===== config.mk =====
export PLATFORM = sky130hd
export DESIGN_NAME = piso_tx
export DESIGN_NICKNAME = d
export VERILOG_FILES = /design/src/rtl/piso_tx.sv
export SDC_FILE = /design/constraint.sdc
export NUM_CORES = 1
export LEC_CHECK = 0
export ABC_AREA = 1
export BUFFER_PORTS_ARGS = -buffer_cell sky130_fd_sc_hd__buf_2
export CORE_AREA = 2 2 45 47
export CTS_BUF_LIST = sky130_fd_sc_hd__clkbuf_4 sky130_fd_sc_hd__clkbuf_8 sky130_fd_sc_hd__clkbuf_16
export DETAILED_ROUTE_END_ITERATION = 10
export DIE_AREA = 0 0 47 49
export PLACE_DENSITY = 0.78
export SYNTH_ARGS = -nofsm -noshare
export SYNTH_HDL_FRONTEND = slang
export SYNTH_SLANG_ARGS = --single-unit
export TNS_END_PERCENT = 5

===== constraint.sdc =====
create_clock -name clk_i -period 1.3 [get_ports clk_i]
set_clock_uncertainty 0.1 [all_clocks]
set_input_delay 0.195 -clock clk_i [delete_from_list [all_inputs] [get_ports clk_i]]
set_output_delay 0.195 -clock clk_i [all_outputs]
set_load 0.02 [all_outputs]

===== src/rtl/piso_tx.sv =====
// Parallel-in serial-out transmitter: valid/ready word intake, one bit per clock on ser_o.
// Optional even-parity bit after the data bits when PISO_TX_PARITY_EN is defined.
module piso_tx #(
  parameter int unsigned WIDTH      = 8,
  parameter int unsigned MSB_FIRST  = 1,
  parameter logic        IDLE_LEVEL = 1'b1
) (
  input  logic             clk_i,
  input  logic             rst_i,
  input  logic [WIDTH-1:0] data_i,
  input  logic             valid_i,
  output logic             ready_o,
  output logic             ser_o,
  output logic             frame_o,
  output logic             done_o,
  output logic             busy_o
);

  localparam int unsigned      CNT_W    = $clog2(WIDTH) + 1;
  localparam logic [CNT_W-1:0] LAST_CNT = CNT_W'(WIDTH - 1);

  typedef enum logic [1:0] {
    ST_IDLE   = 2'd0,
`ifdef PISO_TX_PARITY_EN
    ST_PARITY = 2'd2,
`endif
    ST_SHIFT  = 2'd1
  } state_e;

  state_e             state_q, state_d;
  logic [WIDTH-1:0]   shreg_q, shreg_d;
  logic [CNT_W-1:0]   cnt_q,   cnt_d;
  logic               ser_q,   ser_d;
  logic               frame_q, frame_d;
  logic               done_q,  done_d;

  // Next-state and next-output logic. The shift register rotates rather than
  // shifts, so it still holds the whole word at frame end (parity is unchanged).
  always_comb begin
    state_d = state_q;
    shreg_d = shreg_q;
    cnt_d   = cnt_q;
    ser_d   = ser_q;
    frame_d = frame_q;
    done_d  = 1'b0;
    case (state_q)
      ST_IDLE: begin
        ser_d   = IDLE_LEVEL;
        frame_d = 1'b0;
        if (valid_i) begin
          shreg_d = data_i;
          cnt_d   = '0;
          state_d = ST_SHIFT;
          ser_d   = (MSB_FIRST != 0) ? data_i[WIDTH-1] : data_i[0];
          frame_d = 1'b1;
        end
      end
      ST_SHIFT: begin
        if (cnt_q == LAST_CNT) begin
`ifdef PISO_TX_PARITY_EN
          state_d = ST_PARITY;
          ser_d   = ^shreg_q;
`else
          state_d = ST_IDLE;
          ser_d   = IDLE_LEVEL;
          frame_d = 1'b0;
          done_d  = 1'b1;
`endif
        end else begin
          cnt_d = cnt_q + CNT_W'(1);
          if (MSB_FIRST != 0) begin
            shreg_d = {shreg_q[WIDTH-2:0], shreg_q[WIDTH-1]};
            ser_d   = shreg_q[WIDTH-2];
          end else begin
            shreg_d = {shreg_q[0], shreg_q[WIDTH-1:1]};
            ser_d   = shreg_q[1];
          end
        end
      end
`ifdef PISO_TX_PARITY_EN
      ST_PARITY: begin
        state_d = ST_IDLE;
        ser_d   = IDLE_LEVEL;
        frame_d = 1'b0;
        done_d  = 1'b1;
      end
`endif
      default: begin
        state_d = ST_IDLE;
        ser_d   = IDLE_LEVEL;
        frame_d = 1'b0;
      end
    endcase
  end

  // State and registered outputs.
  always_ff @(posedge clk_i or posedge rst_i) begin
    if (rst_i) begin
      state_q <= ST_IDLE;
      shreg_q <= '0;
      cnt_q   <= '0;
      ser_q   <= IDLE_LEVEL;
      frame_q <= 1'b0;
      done_q  <= 1'b0;
    end else begin
      state_q <= state_d;
      shreg_q <= shreg_d;
      cnt_q   <= cnt_d;
      ser_q   <= ser_d;
      frame_q <= frame_d;
      done_q  <= done_d;
    end
  end

  assign ready_o = (state_q == ST_IDLE);
  assign busy_o  = ~ready_o;
  assign ser_o   = ser_q;
  assign frame_o = frame_q;
  assign done_o  = done_q;

endmodule

After elaboration in Yosys (flattened, before gate mapping)

Cells that the tools add are included.

Register bits: 17
Output and inout bits: 5
Logic and storage cells: 34

Add/sub/neg operators: 1
Equal/unequal tests: 5
Multiplexer cells: 17
Bitwise operators: 1
Reductions and logical operators: 4

Operator list:

| operator                                                               | count |
|---|---|
| 8-bit two-way mux                                                      | 2 |
| 8-bit case mux with 2 select lines                                     | 1 |
| 4-bit two-way mux                                                      | 2 |
| 4-bit case mux with 2 select lines                                     | 1 |
| 1-bit two-way mux                                                      | 6 |
| 2-bit inequality test (second input constant)                          | 3 |
| 4-bit by 1-bit adder with 4-bit output (second input constant)         | 1 |
| 4-bit by 3-bit equality test with 1-bit output (second input constant) | 1 |
| 2-bit two-way mux                                                      | 2 |
| 1-bit case mux with 2 select lines                                     | 2 |
| 2-bit case mux with 2 select lines                                     | 1 |
| 3-bit AND reduction                                                    | 1 |
| 2-bit by 1-bit equality test with 1-bit output (second input constant) | 1 |
| 2-bit logical NOT                                                      | 1 |
| 2-bit AND reduction                                                    | 1 |
| 2-bit nonzero test                                                     | 1 |
| 1-bit NOT                                                              | 1 |

Depth between registers and ports, before layout

Depth in word-level cells: 3
Mapped depth: 6
Gate-level depth less buffers: 6

Worst setup path after synthesis

OpenSTA, ideal clock, no wires.

Path kind: flip-flop to flip-flop
Start: register cnt_q[0]
End: register cnt_q[3]
Arrival: 1077 ps
Setup slack: 57 ps
Stages on the path, launching flop included: 7
Buffers on the path: 0
Cell sequence: dfrtp_1 > ha_1 > nand2_1 > nor2_1 > nor2_1 > nand3_1 > nand2_1

Longest elaborated chain between the ends: 3
Elaborated cells between the ends (all ways): 6
Those cells by class: 1 x add/sub; 2 x eq/ne; 2 x mux; 1 x reduce/logical

Ends and longest elaborated chain:

| what                                                                                                            | line   | RTL |
|---|---|---|
| start: declaration                                                                                              | 32     | `logic [CNT_W-1:0] cnt_q, cnt_d;` |
| start signal: assignment                                                                                        | 108    | `cnt_q <= cnt_d;` |
| 4-bit by 1-bit adder with 4-bit output / 4-bit by 3-bit equality test with 1-bit output (equally long branches) | 70, 59 |  |
| 4-bit two-way mux / 2-bit inequality test (equally long branches)                                               | --     |  |
| 4-bit case mux with 2 select lines / 3-bit AND reduction (equally long branches)                                | --     |  |

Parallel ways exist; a longest one is shown, timed or not. The select of a mux whose other input is x is not followed.
A chain may end at the register's enable or synchronous reset.

Final worst setup path

Start: register state_q[0]
End: output ready_o

Longest elaborated chain between the ends: 1

Ends and longest elaborated chain:

| what                     | line | RTL |
|---|---|---|
| start: declaration       | 30   | `state_e state_q, state_d;` |
| start signal: assignment | 106  | `state_q <= state_d;` |
| 2-bit logical NOT        | 115  | `assign ready_o = (state_q == ST_IDLE);` |
| end: declaration         | 12   | `output logic ready_o,` |

No other way between the ends.

==> flow_summary.yaml <==
floorplan:
  die-area_mm2: 0.00230
  die_height_um: 49
  initial_core_util_pct: 42.9
  rows: 16
  core-area_mm2: 0.00184
  die_w_um: 47
  io_pins: 16
power_and_ir_drop:
  total_power_w: 0.00274
  sw_frac_of_total_pct: 41.5
  p_leak_nw: 0.608
  powerDensity_mw_per_mm2: 2530
  p_int_w: 0.00161
  power.share.sequential_pct: 33.1
  power_frac_comb_pct: 54.9
  vdd_drop_max_mv: 1.22
  clkPwrFrac_pct: 12.0
  p_sw_w: 0.00114
worst_setup_path:
  cpMaxStageDelayCell: "dfrtp_1"
  r2r-start: "cnt_q[0]"
  r2r_slack_ns: 0.03
  end_kind: "output pin"
  cpMostUsedCell: "buf_6"
  crit_type: "reg -> out"
  max_stage_delay_ns: 0.41
  cp.arrival_ns: 1.02
  crit_path_start_kind: "flip-flop"
  r2r_cells: 6
  path_max_fanout: 6
  r2r_end: "cnt_q[3]"
  worstPathCellList: "inv_2, buf_6, buf_6"
  required_ns: 1.00
routing:
  drt_iter0_drc: 17
  vias: 778
  drt-total-wl_um: 1900
  antenna_left: 0
  post_drt_wl_per_cell_um: 12.1
  drc_errors: 0
  drt_first_pass_iters: 4
  viasPerCell: 4.96
clock_tree:
  cts_tree: "built"
  cts_max_level: 1
  clockBufferDepth: 2
  cts_root_buf: "clkbuf_4"
  cts_buffers: 3
  cts_num_sinks: 16
  clkLatencyLatePin_ns: 0.28
  path_clk_slew_ns: 0.10
synth:
  yosys-top-cells-area: "dfrtp_1, nand2_1, nand3_1"
  syn_area_per_cell_um2: 7.75
  synth-seq-cells: 16
  yosysWarnings: 0
  synth_cell_types: 15
  syn-num-nets: 114
  syn_area_um2: 791
  netlist_instances: 102
  yosys.area.top_type: "dfrtp_1"
  synth_top_area_share_pct: 47.5
  ys_seq_area_share_pct: 50.8
cells_and_area:
  num_antenna_cells: 0
  drive_above_1_share_pct: 30.8
  syn_to_final_growth_pct: 37.2
  nets: 143
global_route:
  grt_antenna_before_repair: 0
  grt_pass1_vias: 692
  grt_max_degree: 17
  met2_usage_pct: 26.7
  grt.overflow.total: 0
  grt_pass1_wl_um: 2900
  grt.busiest_layer: "met2"
  met3_usage_pct: 4.44
  use_met1_pct: 23.1
  grt_util_all_layers_pct: 17.5
sta:
  setup_tns_ns: -0.0198
  finalCritPeriodShare_pct: 102
  max-slew-margin-rel_pct: 79.3
  rsz0062_at_grt: "yes"
  worst_pin_slew_ns: 0.310
  holdWs_ns: 0.0746
  slew_viol_final: 0
  fmax_ghz: 0.758
  finalSetupViolCount: 1
  hold_viol: 0
  fin_crit_ns: 1.32
  worst_slack_ns: -0.0198
run_status:
  violations: "setup timing"
  outcome: "finished with violations"
worst_hold_path:
  hold_start: "data_i[7]"
  whs_endpoint: "ser_o"
  hp-class: "in -> reg"
  worstHoldPathCells: 3
flow_run:
  drv_cap: 0
place:
  gp_congestion: 0.778
  port_buffers: 15
  dpl.hpwl_um: 1140
## layer usage
layer  share of wire, %  vias up
met4                1.6        0
li1                   -      384
met2                 48       27
met5                  0        -
met3                4.8        4
met1                 45      363
## state kept, by name, summed over array words and instances (netlist names)
name,flops
done_o,1
shreg_q,8
frame_o,1
state_q,1
ser_o,1
cnt_q,4
## kinds of logic (layout without fill, tap and decap cells)
kind of cell | count (synthesis) | in the layout | share of synthesized area (%)
fa+ha+maj | 1 | 1 | 1.58
buf+inv | 10 | 38 | 6.17
compound gates | 3 | 3 | 2.37
simple gates | 72 | 72 | 39.1
flops | 16 | 16 | 50.8
## worst max path at each step
stage                    start          to  slack, ns  cells after the start
finish              state_q[0]     ready_o      -0.02                      3
CTS                 state_q[0]     ready_o      -0.04                      3
global route        state_q[0]     ready_o      -0.07                      3
detailed placement    cnt_q[1]  shreg_q[2]      -0.11                      5
global placement      cnt_q[0]    cnt_q[1]      -0.05                      5
floorplan             cnt_q[0]    cnt_q[3]       0.06                      6
## worst max-delay path, delay by kind of cell (launching register included)
kind | cells | cell delay [ns]
buffers and inverters | 3 | 0.32
DFF | 1 | 0.41
## repair_timing
| item | in CTS | in global routing |
|---|---|---|
| pin swaps | 2 | 3 |
| hold buffers | 1 | 0 |
| resized for setup | 11 | 5 |
| buffers inserted | 0 | 4 |
| setup endpoints to repair | 17 | 17 |
| endpoints found under the hold margin | 15 | 0 |
## power by group through the flow
stage          registers [W]  clock network (W)  logic, W
2_1_floorplan       0.000952                  0  0.000786
3_3_place_gp        0.000871                  0   0.00117
3_5_place_dp        0.000882                  0   0.00119
4_1_cts             0.000884           0.000341   0.00129
5_1_grt             0.000939           0.000357   0.00167
6_report            0.000908           0.000329   0.00151
## placed cells by master, fill, tap and decap left out
| master | instances |
|---|---|
| dfstp_2 | 1 |
| a21oi_1 | 1 |
| nand4_1 | 1 |
| buf_12 | 1 |
| dfrtp_1 | 15 |
| o21ai_0 | 1 |
| inv_1 | 5 |
| nand3_2 | 1 |
| buf_6 | 4 |
| clkbuf_8 | 1 |
| nand2_4 | 2 |
| buf_4 | 9 |
| buf_2 | 13 |
| nor2_4 | 1 |
| o21ai_4 | 1 |
| nand3_1 | 22 |
| dlygate4sd3_1 | 1 |
| clkbuf_4 | 3 |
| nor2_2 | 1 |
| ha_4 | 1 |
| inv_2 | 1 |
| nand2_1 | 44 |
## Yosys cell counts
library cell	n
ha_1	1
nand3_1	22
buf_2	3
nor2_1	2
nand4_1	1
dfstp_2	1
inv_1	6
nand3_2	1
a21oi_1	1
o21ai_2	1
dfrtp_1	15
nand2_1	45
nand2_2	1
o21ai_0	1
buf_6	1
## per-stage QoR
stage | util (%) | setup slack (ns) | cell area [um2] | cells
after floorplan | - | 0.0568 | 791 | 102
after global placement | 50.7 | -0.0518 | 933 | 148
after detailed placement | 50.7 | -0.106 | 933 | 148
after CTS | 55.1 | -0.0428 | 1010 | 153
after global routing | 58.9 | -0.0694 | 1080 | 157
final | 58.9 | -0.0198 | 1080 | 157
## cell type report
cell class	count	area, um2
well taps	27	33.8
multi-input cells	76	383
fillers	167	757
flip-flops and latches	16	402
repair buffers	28	208
clock buffers	4	36.3
inverters	6	22.5
Note: power is estimated with default switching activity, not from simulation.
